[config.mk]
export PLATFORM = sky130hd
export DESIGN_NAME = alu_issue_controller
export DESIGN_NICKNAME = d
export VERILOG_FILES = /design/src/rtl/alu_issue_controller.sv
export SDC_FILE = /design/constraint.sdc
export NUM_CORES = 1
export LEC_CHECK = 0
export CAP_MARGIN = 20
export CORE_MARGIN = 1.5
export CORE_UTILIZATION = 41
export CTS_CLUSTER_DIAMETER = 40
export CTS_CLUSTER_SIZE = 25
export DETAILED_ROUTE_END_ITERATION = 8
export HOLD_SLACK_MARGIN = 0.05
export PLACE_DENSITY_LB_ADDON = 0.08
export RECOVER_POWER = 25
export SKIP_LAST_GASP = 1
export SYNTH_ARGS = -nofsm -noshare
export SYNTH_HDL_FRONTEND = slang
export SYNTH_SLANG_ARGS = --single-unit
[constraint.sdc]
create_clock -name _clock -period 5.7 [get_ports _clock]
set_clock_uncertainty 0.1 [all_clocks]
set_input_delay 0.57 -clock _clock [delete_from_list [all_inputs] [get_ports _clock]]
set_output_delay 0.57 -clock _clock [all_outputs]
set_load 0.02 [all_outputs]
[src/rtl/alu_issue_controller.sv]
// alu_issue_controller: issues one ALU operation at a time, reads operands, writes back and reports completion.
package definitions;
    localparam int DATA_WIDTH = 32;
    localparam int FUNC_WIDTH = 4;
    localparam logic [FUNC_WIDTH-1:0] FUNC_ADD = 4'd0;
    localparam logic [FUNC_WIDTH-1:0] FUNC_SUB = 4'd1;
    localparam logic [FUNC_WIDTH-1:0] FUNC_AND = 4'd2;
    localparam logic [FUNC_WIDTH-1:0] FUNC_OR  = 4'd3;
    localparam logic [FUNC_WIDTH-1:0] FUNC_LSS = 4'd4;
    localparam logic [FUNC_WIDTH-1:0] FUNC_EQL = 4'd5;
    localparam logic [FUNC_WIDTH-1:0] FUNC_GRT = 4'd6;
endpackage

module alu_issue_controller #(
    parameter int DATA_WIDTH     = definitions::DATA_WIDTH,
    parameter int FUNC_WIDTH     = definitions::FUNC_WIDTH,
    parameter int REG_ADDR_WIDTH = 4
) (
    input  logic                      _clock,
    input  logic                      _reset,
    input  logic                      _reqValid,
    output logic                      reqReady,
    input  logic [FUNC_WIDTH-1:0]     _reqFunc,
    input  logic [REG_ADDR_WIDTH-1:0] _reqSrcA,
    input  logic [REG_ADDR_WIDTH-1:0] _reqSrcB,
    input  logic [REG_ADDR_WIDTH-1:0] _reqDst,
    input  logic                      _reqUseImm,
    input  logic [DATA_WIDTH-1:0]     _reqImm,
    output logic [REG_ADDR_WIDTH-1:0] regReadAddrA,
    output logic [REG_ADDR_WIDTH-1:0] regReadAddrB,
    input  logic [DATA_WIDTH-1:0]     _regReadDataA,
    input  logic [DATA_WIDTH-1:0]     _regReadDataB,
    output logic                      regWriteEnable,
    output logic [REG_ADDR_WIDTH-1:0] regWriteAddr,
    output logic [DATA_WIDTH-1:0]     regWriteData,
    output logic [DATA_WIDTH-1:0]     aluValA,
    output logic [DATA_WIDTH-1:0]     aluValB,
    output logic [FUNC_WIDTH-1:0]     aluFuncCode,
    input  logic [DATA_WIDTH-1:0]     _aluResult,
    input  logic                      _aluOverflow,
    input  logic                      _aluCompareBit,
    output logic                      doneValid,
    input  logic                      _doneReady,
    output logic [DATA_WIDTH-1:0]     doneResult,
    output logic                      doneOverflow,
    output logic                      doneCompare,
    output logic                      compareFlag,
    output logic                      overflowSticky,
    input  logic                      _clearSticky
);
    typedef enum logic [2:0] {IDLE, READ, EXEC, WRITE, DONE} state_t;
    state_t state, nextState;
    logic [FUNC_WIDTH-1:0]     func;
    logic [REG_ADDR_WIDTH-1:0] srcA, srcB, dst;
    logic                      useImm;
    logic [DATA_WIDTH-1:0]     imm, opA, opB, result;
    logic                      ovf, cmp, isCompare;

    always_ff @(posedge _clock or posedge _reset)
        if (_reset) state <= IDLE;
        else state <= nextState;

    always_comb begin
        nextState = state == IDLE  ? (_reqValid ? READ : IDLE) :
                    state == READ  ? EXEC :
                    state == EXEC  ? WRITE :
                    state == WRITE ? DONE :
                    (_doneReady ? IDLE : DONE);
        reqReady = state == IDLE && !_reset;
        regWriteEnable = state == WRITE;
        doneValid = state == DONE;
    end

    assign isCompare = func == FUNC_WIDTH'(definitions::FUNC_LSS) ||
                       func == FUNC_WIDTH'(definitions::FUNC_EQL) ||
                       func == FUNC_WIDTH'(definitions::FUNC_GRT);

    always_ff @(posedge _clock or posedge _reset)
        if (_reset) begin
            func <= '0;
            srcA <= '0;
            srcB <= '0;
            dst <= '0;
            useImm <= 1'b0;
            imm <= '0;
            opA <= '0;
            opB <= '0;
            result <= '0;
            ovf <= 1'b0;
            cmp <= 1'b0;
            compareFlag <= 1'b0;
            overflowSticky <= 1'b0;
        end else begin
            if (state == IDLE && _reqValid) begin
                func <= _reqFunc;
                srcA <= _reqSrcA;
                srcB <= _reqSrcB;
                dst <= _reqDst;
                useImm <= _reqUseImm;
                imm <= _reqImm;
            end
            if (state == READ) begin
                opA <= _regReadDataA;
                opB <= useImm ? imm : _regReadDataB;
            end
            if (state == EXEC) begin
                result <= _aluResult;
                ovf <= _aluOverflow;
                cmp <= _aluCompareBit;
            end
            if (state == WRITE && isCompare) compareFlag <= cmp;
            // an overflowing write-back beats a simultaneous clear
            overflowSticky <= (state == WRITE && ovf) || (overflowSticky && !_clearSticky);
        end

    assign regReadAddrA = srcA;
    assign regReadAddrB = srcB;
    assign aluValA      = opA;
    assign aluValB      = opB;
    assign aluFuncCode  = func;
    assign regWriteAddr = dst;
    assign regWriteData = result;
    assign doneResult   = result;
    assign doneOverflow = ovf;
    assign doneCompare  = cmp;
endmodule

==> qor.yml <==
post_drt_wl_per_cell_um: 17.6
clk_pin_slew_ps: 60
slowest_delay_ps: 1080
status: "complete, but fails checks"
core-area_um2: 15100
synth_top_area_share: 0.603
num_antenna_cells: 0
p_leak_nw: 4.08
synth_most_common_cell: "dfrtp_1"
synth_nets: 588
critical_path_required_ps: 6110
grt-ovfl-total: 0
cts_buffers: 17
cts.htree.levels: 4
cp_data_arrival_time_ps: 3230
max-vdd-ir-drop_v: 0.000278
ff_latch_area_um2: 3800
min_from: "aluValA[1]"
r2r_start: "state[1]"
die_w_um: 127
grtUsageTotal: 0.205
grt_pass1_wl_um: 25200
startpoint_type: "input pin"
num_rows: 45
dp_cells: 875
ys_async_sr_fraction: 1.00
grt_pass1_vias: 4703
setup_viol: 0
yosys_register_bits: 152
synth_common_cells: "152 x dfrtp_1, 95 x mux2_2, 39 x buf_4"
syn_area_per_cell_um2: 14.5
slew_headroom: -0.227
min_period_ps: 2820
synth_cell_types: 22
cp_max_fo: 80
grt_max_degree: 119
place_hpwl_um: 11500
worst_pin_slew_ps: 1830
clkLatencyLatePin_ps: 420
reg2reg_slack_ps: 3600
p_per_area_nw_per_um2: 638
cts.repair.resized: 0
vias: 4357
hold_path_class: "flip-flop to flip-flop"
vias_per_cell: 4.80
syn_area_um2: 6300
crit_slowest_cell: "clkinvlp_2"
fmax_mhz: 355
place.gp.congestion: 0.751
drt-initial-drc-count: 129
worstRegToRegCells: 3
min_period_over_period: 0.494
end_kind: "asynchronous set/reset pin"
violations: "max-capacitance violations, max-slew violations"
layout-drive-gt1-share: 0.203
start_util: 0.418
fin_nets: 859
yosys_warnings: 0
reg2reg_to: "doneResult[7]"
drt_pass1_iterations: 5
worstHoldPathCells: 1
clock_sinks: 152
finalMaxSlewViolations: 39
ant_nets: 0
cts_hold_buf: 0
die_h_um: 127
clockBufferDepth: 2
ios: 303
finalHoldViolations: 0
io_buffers: 302
drc: 0
hold_end: "aluValA[1]"
cts_tree: "yes"
yosys.area.top_type: "dfrtp_1"
multi_input_area_um2: 2060
synth_seq_area_share: 0.603
cts_setup_buffers: 0
fin_tns_setup_ps: 0
drt_wl_total_um: 16000
antenna_found_initial: 0
cts-root-buf: "clkbuf_16"
syn_inst: 436
dieArea_um2: 16100
rsz0062_at_grt: "false"
synth_edf_count: 0
cp_cell_sequence: "dlygate4sd3_1 > clkinvlp_2 > buf_16 > buf_4"
synthFlopType: "dfrtp_1"
fin_util: 0.648
fill_cells: 1180
cap_violations: 1
critPathKind: "input pin to asynchronous set/reset pin"
fin_cells: 907
yosys-top-cells-area: "dfrtp_1 60%, mux2_2 17%, mux2i_1 5.1%"
synthToLayoutAreaGrowth_pct: 55.1
## critical path, delay by kind of cell
kind                   cells  cell delay [ps]
buffers and inverters      4             2570
## cell families after synthesis
family | Yosys count | synth area share
and+or+nand+nor | 43 | 0.0353
DFF | 152 | 0.603
AOI/OAI and AO/OA | 34 | 0.0276
buffers and inverters | 59 | 0.0704
muxes | 148 | 0.263
## final cells by class
cell class	count	area share
inverter	3	0.00128
clock buffer	21	0.0461
clock inverter	10	0.0131
timing repair buffer	308	0.316
sequential	152	0.389
multi-input combinational	225	0.211
tap	188	0.0241
## where the power goes
part | leakage [nW] | switching, mW | internal, mW | total, mW
combinational | 2.03 | 1.42 | 1.67 | 3.09
clock | 0.286 | 0.420 | 0.692 | 1.11
sequential | 1.76 | 0.399 | 1.64 | 2.04
total | 4.08 | 2.24 | 4.00 | 6.24
## worst max path at each step
stage | startpoint | end | slack, ps | cells after the start
floorplan | _reset | aluFuncCode[0] | 940 | 1
global placement | _reset | reqReady | 3040 | 3
detailed placement | _reset | reqReady | 3050 | 3
CTS | _reset | reqReady | 2960 | 3
global route | _reset | useImm | 2520 | 4
finish | _reset | useImm | 2880 | 4
## layout by cell type (no fill, tap or decap), types with 6 or more instances in the layout
cell / instances
dfrtp_1: 151
a21oi_1: 32
mux2_4: 9
mux2i_1: 32
clkinv_2: 6
clkdlybuf4s50_1: 301
mux2_1: 12
clkbuf_16: 17
nor2_1: 32
mux2_2: 95
## sequential cells by signal, summed over array words and instances, names as in the netlist, 3 cells and up
signal,count
imm,32
aluValA,32
aluFuncCode,4
regWriteAddr,4
state,3
regReadAddrA,4
doneResult,32
regReadAddrB,4
aluValB,32
## stage by stage
step | setup WS (ps) | total power, mW | hold slack [ps] | cell area, µm²
finish | 2880 | 6.24 | 392 | 9780
global route | 2520 | 6.58 | 398 | 9780
floorplan | 937 | 3.93 | 380 | 6300
global placement | 3040 | 5.09 | 373 | 9180
detailed placement | 3050 | 5.17 | 379 | 9180
CTS | 2960 | 6.31 | 392 | 9760
## per-layer routing
| metal | vias to the layer above | global-route usage | wire length (µm) |
|---|---|---|---|
| li1 | 2020 | - | - |
| met5 | - | 0 | 0 |
| met4 | 0 | 0.0902 | 454 |
| met1 | 2120 | 0.226 | 6200 |
| met3 | 31 | 0.0699 | 1160 |
| met2 | 186 | 0.359 | 8180 |
Power figures use the tool's default switching activity.
